--- src/rtl/sprite_blob_pkg.sv ---
//------------------------------------------------------------------------------
// sprite_blob_pkg : shared screen geometry defaults and FSM state encoding
// Revision: 1.0
//------------------------------------------------------------------------------
`default_nettype none

package sprite_blob_pkg;

    localparam int DEF_SCREEN_W = 1024;
    localparam int DEF_SCREEN_H = 768;

    // Position-update handshake states
    typedef enum logic [0:0] {
        ST_IDLE = 1'b0,
        ST_PEND = 1'b1
    } state_t;

endpackage

`default_nettype wire

--- src/rtl/sprite_hit_test.sv ---
//------------------------------------------------------------------------------
// sprite_hit_test : combinational inside / outline test of a pixel vs sprite
// Revision: 1.0
//------------------------------------------------------------------------------
`default_nettype none

module sprite_hit_test
    import sprite_blob_pkg::*;
#(
    parameter int WIDTH  = 64,
    parameter int HEIGHT = 64,
    parameter int MODE   = 0,
    parameter int BORDER = 2
) (
    input  logic [10:0] hcount,
    input  logic [9:0]  vcount,
    input  logic [10:0] x,
    input  logic [9:0]  y,
    output logic        hit
);

    localparam logic [11:0] C_W12 = 12'(WIDTH);
    localparam logic [11:0] C_BX  = 12'(BORDER);
    localparam logic [10:0] C_H11 = 11'(HEIGHT);
    localparam logic [10:0] C_BY  = 11'(BORDER);

    // One extra bit so x+WIDTH near the right edge cannot wrap to a small value
    logic [11:0] w_hc, w_x0, w_x1;
    logic [10:0] w_vc, w_y0, w_y1;
    logic        w_in_x, w_in_y, w_edge_x, w_edge_y;

    assign w_hc = {1'b0, hcount};
    assign w_x0 = {1'b0, x};
    assign w_x1 = w_x0 + C_W12;
    assign w_vc = {1'b0, vcount};
    assign w_y0 = {1'b0, y};
    assign w_y1 = w_y0 + C_H11;

    assign w_in_x   = (w_hc >= w_x0) && (w_hc < w_x1);
    assign w_in_y   = (w_vc >= w_y0) && (w_vc < w_y1);
    assign w_edge_x = (w_hc < w_x0 + C_BX) || (w_hc + C_BX >= w_x1);
    assign w_edge_y = (w_vc < w_y0 + C_BY) || (w_vc + C_BY >= w_y1);

    generate
        if (MODE == 1) begin : g_outline
            assign hit = w_in_x && w_in_y && (w_edge_x || w_edge_y);
        end else begin : g_solid
            assign hit = w_in_x && w_in_y;
        end
    endgenerate

endmodule

`default_nettype wire

--- src/rtl/sprite_blob.sv ---
//------------------------------------------------------------------------------
// sprite_blob : rectangular sprite with handshake positioning and edge bounce
// Revision: 1.0
//------------------------------------------------------------------------------
`default_nettype none

module sprite_blob
    import sprite_blob_pkg::*;
#(
    parameter int          WIDTH    = 64,
    parameter int          HEIGHT   = 64,
    parameter logic [23:0] COLOR    = 24'hFF_FF_FF,
    parameter int          MODE     = 0,
    parameter int          BORDER   = 2,
    parameter int          SCREEN_W = DEF_SCREEN_W,
    parameter int          SCREEN_H = DEF_SCREEN_H,
    parameter int          INIT_X   = 0,
    parameter int          INIT_Y   = 0
) (
    input  logic        clock,
    input  logic        reset,
    input  logic [10:0] hcount,
    input  logic [9:0]  vcount,
    input  logic        frame_start,
    input  logic [10:0] new_x,
    input  logic [9:0]  new_y,
    input  logic        pos_valid,
    output logic        pos_ready,
    input  logic        auto_move,
    input  logic [3:0]  vel_x,
    input  logic [3:0]  vel_y,
    output logic [23:0] pixel,
    output logic        hit,
    output logic [10:0] x,
    output logic [9:0]  y
);

    localparam logic [11:0] C_MAX_X = 12'(SCREEN_W - WIDTH);
    localparam logic [10:0] C_MAX_Y = 11'(SCREEN_H - HEIGHT);

    state_t      state;
    logic [10:0] r_x, r_sx, w_nx, w_cx;
    logic [9:0]  r_y, r_sy, w_ny, w_cy;
    logic        r_dir_x, r_dir_y;      // 0 = positive, 1 = negative
    logic        w_ndx, w_ndy, w_hit;
    logic [11:0] w_x12, w_vx12;
    logic [10:0] w_y11, w_vy11;

    assign w_x12  = {1'b0, r_x};
    assign w_vx12 = {8'b0, vel_x};
    assign w_y11  = {1'b0, r_y};
    assign w_vy11 = {7'b0, vel_y};

    // Next auto-motion position with bounce; zero velocity leaves everything put
    always_comb begin
        w_nx  = r_x;
        w_ndx = r_dir_x;
        if (vel_x != 4'd0) begin
            if (!r_dir_x) begin
                if (w_x12 + w_vx12 > C_MAX_X) begin
                    w_nx  = C_MAX_X[10:0];
                    w_ndx = 1'b1;
                end else begin
                    w_nx = r_x + {7'b0, vel_x};
                end
            end else if (w_x12 < w_vx12) begin
                w_nx  = '0;
                w_ndx = 1'b0;
            end else begin
                w_nx = r_x - {7'b0, vel_x};
            end
        end
    end

    always_comb begin
        w_ny  = r_y;
        w_ndy = r_dir_y;
        if (vel_y != 4'd0) begin
            if (!r_dir_y) begin
                if (w_y11 + w_vy11 > C_MAX_Y) begin
                    w_ny  = C_MAX_Y[9:0];
                    w_ndy = 1'b1;
                end else begin
                    w_ny = r_y + {6'b0, vel_y};
                end
            end else if (w_y11 < w_vy11) begin
                w_ny  = '0;
                w_ndy = 1'b0;
            end else begin
                w_ny = r_y - {6'b0, vel_y};
            end
        end
    end

    assign w_cx = ({1'b0, r_sx} > C_MAX_X) ? C_MAX_X[10:0] : r_sx;
    assign w_cy = ({1'b0, r_sy} > C_MAX_Y) ? C_MAX_Y[9:0]  : r_sy;

    assign pos_ready = (state == ST_IDLE) && !reset;
    assign x = r_x;
    assign y = r_y;

    always_ff @(posedge clock or posedge reset) begin
        if (reset) begin
            state   <= ST_IDLE;
            r_x     <= 11'(INIT_X);
            r_y     <= 10'(INIT_Y);
            r_dir_x <= 1'b0;
            r_dir_y <= 1'b0;
            r_sx    <= '0;
            r_sy    <= '0;
        end else begin
            case (state)
                ST_IDLE: begin
                    if (frame_start && auto_move) begin
                        r_x     <= w_nx;
                        r_y     <= w_ny;
                        r_dir_x <= w_ndx;
                        r_dir_y <= w_ndy;
                    end
                    if (pos_valid) begin
                        r_sx  <= new_x;
                        r_sy  <= new_y;
                        state <= ST_PEND;
                    end
                end
                ST_PEND: begin
                    if (frame_start) begin
                        r_x   <= w_cx;
                        r_y   <= w_cy;
                        state <= ST_IDLE;
                    end
                end
                default: state <= ST_IDLE;
            endcase
        end
    end

    sprite_hit_test #(
        .WIDTH  (WIDTH),
        .HEIGHT (HEIGHT),
        .MODE   (MODE),
        .BORDER (BORDER)
    ) u_hit_test (
        .hcount (hcount),
        .vcount (vcount),
        .x      (r_x),
        .y      (r_y),
        .hit    (w_hit)
    );

    always_ff @(posedge clock or posedge reset) begin
        if (reset) begin
            pixel <= '0;
            hit   <= 1'b0;
        end else begin
            pixel <= w_hit ? COLOR : 24'h0;
            hit   <= w_hit;
        end
    end

endmodule

`default_nettype wire

--- config.mk ---
export PLATFORM = sky130hd
export DESIGN_NAME = sprite_blob
export DESIGN_NICKNAME = d
export VERILOG_FILES = /design/src/rtl/sprite_blob_pkg.sv /design/src/rtl/sprite_hit_test.sv /design/src/rtl/sprite_blob.sv
export SDC_FILE = /design/constraint.sdc
export NUM_CORES = 1
export LEC_CHECK = 0
export ABC_CLOCK_PERIOD_IN_PS = 2480
export CELL_PAD_IN_SITES_DETAIL_PLACEMENT = 2
export CELL_PAD_IN_SITES_GLOBAL_PLACEMENT = 2
export CORE_MARGIN = 2
export CORE_UTILIZATION = 29
export CTS_BUF_LIST = sky130_fd_sc_hd__clkbuf_4
export DETAILED_ROUTE_END_ITERATION = 12
export PLACE_DENSITY_LB_ADDON = 0.25
export SLEW_MARGIN = 15
export SYNTH_ARGS = -nofsm -noshare
export SYNTH_HDL_FRONTEND = slang
export SYNTH_SLANG_ARGS = --single-unit
--- constraint.sdc ---
create_clock -name clock -period 2.48 [get_ports clock]
set_input_delay 0.62 -clock clock [delete_from_list [all_inputs] [get_ports clock]]
set_output_delay 0.62 -clock clock [all_outputs]
set_load 0.01 [all_outputs]
==> flow_summary.json <==
{
  "status": "finished with violations",
  "violations": "negative setup slack",
  "core_um2": 16400,
  "path_delay_family": "compound AO/OA/AOI/OAI gates",
  "die_h_um": 133,
  "end_kind": "flop",
  "dpl.hpwl_mm": 16.8,
  "final-max-slew-violation-count": 0,
  "track_usage_pct": 25.3,
  "cts_tree": "built",
  "nets": 890,
  "top_layer_used": "met4",
  "crit_arrival_ns": 3.19,
  "setup_ws_ns": -0.401,
  "route.met2.wl_mm": 13.7,
  "p_per_area_nw_per_um2": 1290,
  "worstSkewPairLatency_ns": 0.38,
  "routed-via-count": 5549,
  "cts.path.max_buffers": 2,
  "grt_start_max_net_pins": 28,
  "clockRootBuffer": "clkbuf_4",
  "layout_commonest_cell": "buf_4",
  "grt-ovfl-total": 0,
  "skew_ns": 0.00600,
  "yosys-top-cells-area": "dfrtp_1 24%, ha_1 13%, mux2_2 5.1%",
  "mostFrequentLayoutCells": "156 x buf_4, 93 x clkdlybuf4s50_1, 38 x dfrtp_1",
  "synth_top_area_cell": "dfrtp_1",
  "p_leak_nw": 3.36,
  "viasPerCell": 5.54,
  "ys.flop_type": "dfrtp_1",
  "synth_edf_count": 0,
  "worst-slew-pin-transition_ns": 0.865,
  "drive_above_1_share_pct": 41.7,
  "wl_met1_mm": 10.4,
  "drcViolationCount": 0,
  "n_antenna_cell": 0,
  "gp_congestion": 0.885,
  "numCtsBuffers": 5,
  "max_stage_delay_ns": 0.50,
  "drtIter0Drc": 285,
  "routed_wl_mm": 26.2,
  "hold_viol": 0,
  "dp_cells": 958,
  "drv_cap": 0,
  "die_area_um2": 17600,
  "synthToLayoutAreaGrowth_pct": 63.1,
  "critPathRequiredTime_ns": 2.79,
  "hold_path_class": "reg2reg",
  "grt_pass1_vias": 5941,
  "rrSetupSlack_ns": -0.40,
  "slowest_stage": "dfrtp_2",
  "clock_sinks": 46,
  "ys_ff_latch": 46,
  "ys_async_sr_fraction_pct": 100,
  "ys_warn_count": 0,
  "port_buffers": 101,
  "r2r-start": "y[0]",
  "yosysSeqAreaShare_pct": 23.9,
  "drt_pre_antenna_iters": 5,
  "fmax_mhz": 347,
  "holdCritStartpoint": "r_sy[0]",
  "ant_nets": 0,
  "fill_cells": 1698,
  "syn_inst": 543,
  "die_x_um": 133,
  "ys_types": 73,
  "tns_ns": -5.91,
  "grt_pass1_wl_mm": 34.8,
  "max-vdd-ir-drop_mv": 0.492,
  "synth_area_um2": 4810,
  "setup_viol": 23,
  "antenna_found_initial": 0,
  "worstPathCellList": "inv_2 > ha_4 > inv_2 > fa_2 > a21o_4 > a2111oi_4 > buf_4 > buf_4 > buf_6 > nand2_2 > xnor2_1 > o21ai_1 > nand2_1 > o21ai_1",
  "crit_start": "y[0]",
  "synth_fp_nets": 652,
  "postSynthAreaPerCell_um2": 8.86,
  "initial_utilization_pct": 29.3,
  "clk_pin_slew_ns": 0.15,
  "htreeDepth": 2,
  "met3_wirelength_mm": 1.30,
  "crit_type": "reg2reg",
  "critPathBufInv": 5,
  "hold_buffers": 0,
  "yosysTopAreaCellShare_pct": 23.9,
  "relSlewSlack_pct": 41.7,
  "wl_per_cell_um": 26.1,
  "num_rows": 47,
  "ios": 102,
  "finalNonFillerCells": 1002,
  "path_max_fanout": 4,
  "rsz0062_at_grt": "true",
  "final.min_clock_period_ns": 2.88,
  "fin_crit_sh_pct": 116,
  "worstSetupStartpointType": "flop"
}
final timing paths:
| kind | endpoint | cells after the start |
|---|---|---|
| max in group asynchronous | y[0] | 3 |
| worst max-delay path | y[8] | 14 |
| worst min-delay path | r_sy[0] | 1 |
| worst min register to register | r_sy[0] | 1 |
| worst max register to register | y[8] | 14 |
| min in group asynchronous | r_sx[0] | 2 |
worst reg2reg max path, stage by stage, from the launching register on:
cell	delay, ns
dfrtp_2	0.50
inv_2	0.09
ha_4	0.13
inv_2	0.05
fa_2	0.36
a21o_4	0.25
a2111oi_4	0.42
buf_4	0.22
buf_4	0.11
buf_6	0.10
nand2_2	0.05
xnor2_1	0.13
o21ai_1	0.19
nand2_1	0.09
o21ai_1	0.14
cell type report:
type | count | area (um^2) | area share, %
clock buffer | 5 | 37.5 | 0.478
inverter | 45 | 171 | 2.18
clock inverter | 3 | 16.3 | 0.207
sequential | 46 | 1160 | 14.8
timing repair buffer | 274 | 2370 | 30.2
tap | 220 | 275 | 3.51
multi-input combinational | 409 | 3820 | 48.6
sequential cells by signal (all words and copies together), names as in the netlist:
| name | count |
|---|---|
| r_sx | 11 |
| r_dir_y | 1 |
| y | 10 |
| pixel | 1 |
| r_dir_x | 1 |
| r_sy | 10 |
| x | 11 |
| state | 1 |
power by group:
| group | internal (mW) | switching (mW) | leakage, nW |
|---|---|---|---|
| Sequential | 1.01 | 0.480 | 0.536 |
| Combinational | 3.94 | 4.28 | 2.80 |
| Clock | 0.106 | 0.289 | 0.0286 |
| Total | 5.05 | 5.05 | 3.36 |
per-layer routing:
| layer | GRT usage, % | vias up |
|---|---|---|
| met2 | 46.5 | 191 |
| met5 | 0 | - |
| met3 | 2.84 | 58 |
| met4 | 5.97 | 0 |
| met1 | 31.5 | 2835 |
| li1 | - | 2465 |
repair_timing:
| item | CTS | global route |
|---|---|---|
| endpoints found under the setup margin | 49 | 25 |
| pin swaps | 44 | 46 |
| resized for setup | 79 | 66 |
| endpoints found under the hold margin | 0 | 0 |
| buffers inserted | 17 | 23 |
through the flow:
step	hold WS [ns]	util [%]	total power [mW]	area, um^2	setup slack, ns
after CTS	0.564	45.2	8.82	7420	-0.263
after floorplan	0.486	-	4.83	4900	-0.215
after global placement	0.526	42.4	7.43	6960	-0.870
final	0.571	47.8	10.1	7850	-0.401
after global routing	0.592	47.8	10.6	7850	-0.444
after detailed placement	0.533	42.4	7.80	6960	-1.06
Yosys cell counts (all sizes together), types with 6 or more instances:
cell type and instances:
o41ai 7, o31ai 6, o31a 7, buf 32, nand4 7, dfrtp 46
mux2 22, nor2 33, nand2b 7, inv 42, xnor2 18, a21oi 36
o21ai 27, clkbuf 11, o211ai 7, a221oi 7, a21o 9, and3 9
nor3 14, nand2 34, a211oi 9, ha 50, nand3 13
kinds of logic (layout without fill, tap and decap cells):
group | Yosys count | in the layout | share of synthesized area (%)
compound gates | 165 | 165 | 27.6
mux | 25 | 25 | 5.77
xor+xnor | 23 | 23 | 4.19
simple gates | 142 | 142 | 14.7
fa+ha+maj | 54 | 54 | 14.7
buf+inv | 88 | 327 | 9.13
flops | 46 | 46 | 23.9
No activity file was read; power rests on OpenSTA's default activity.
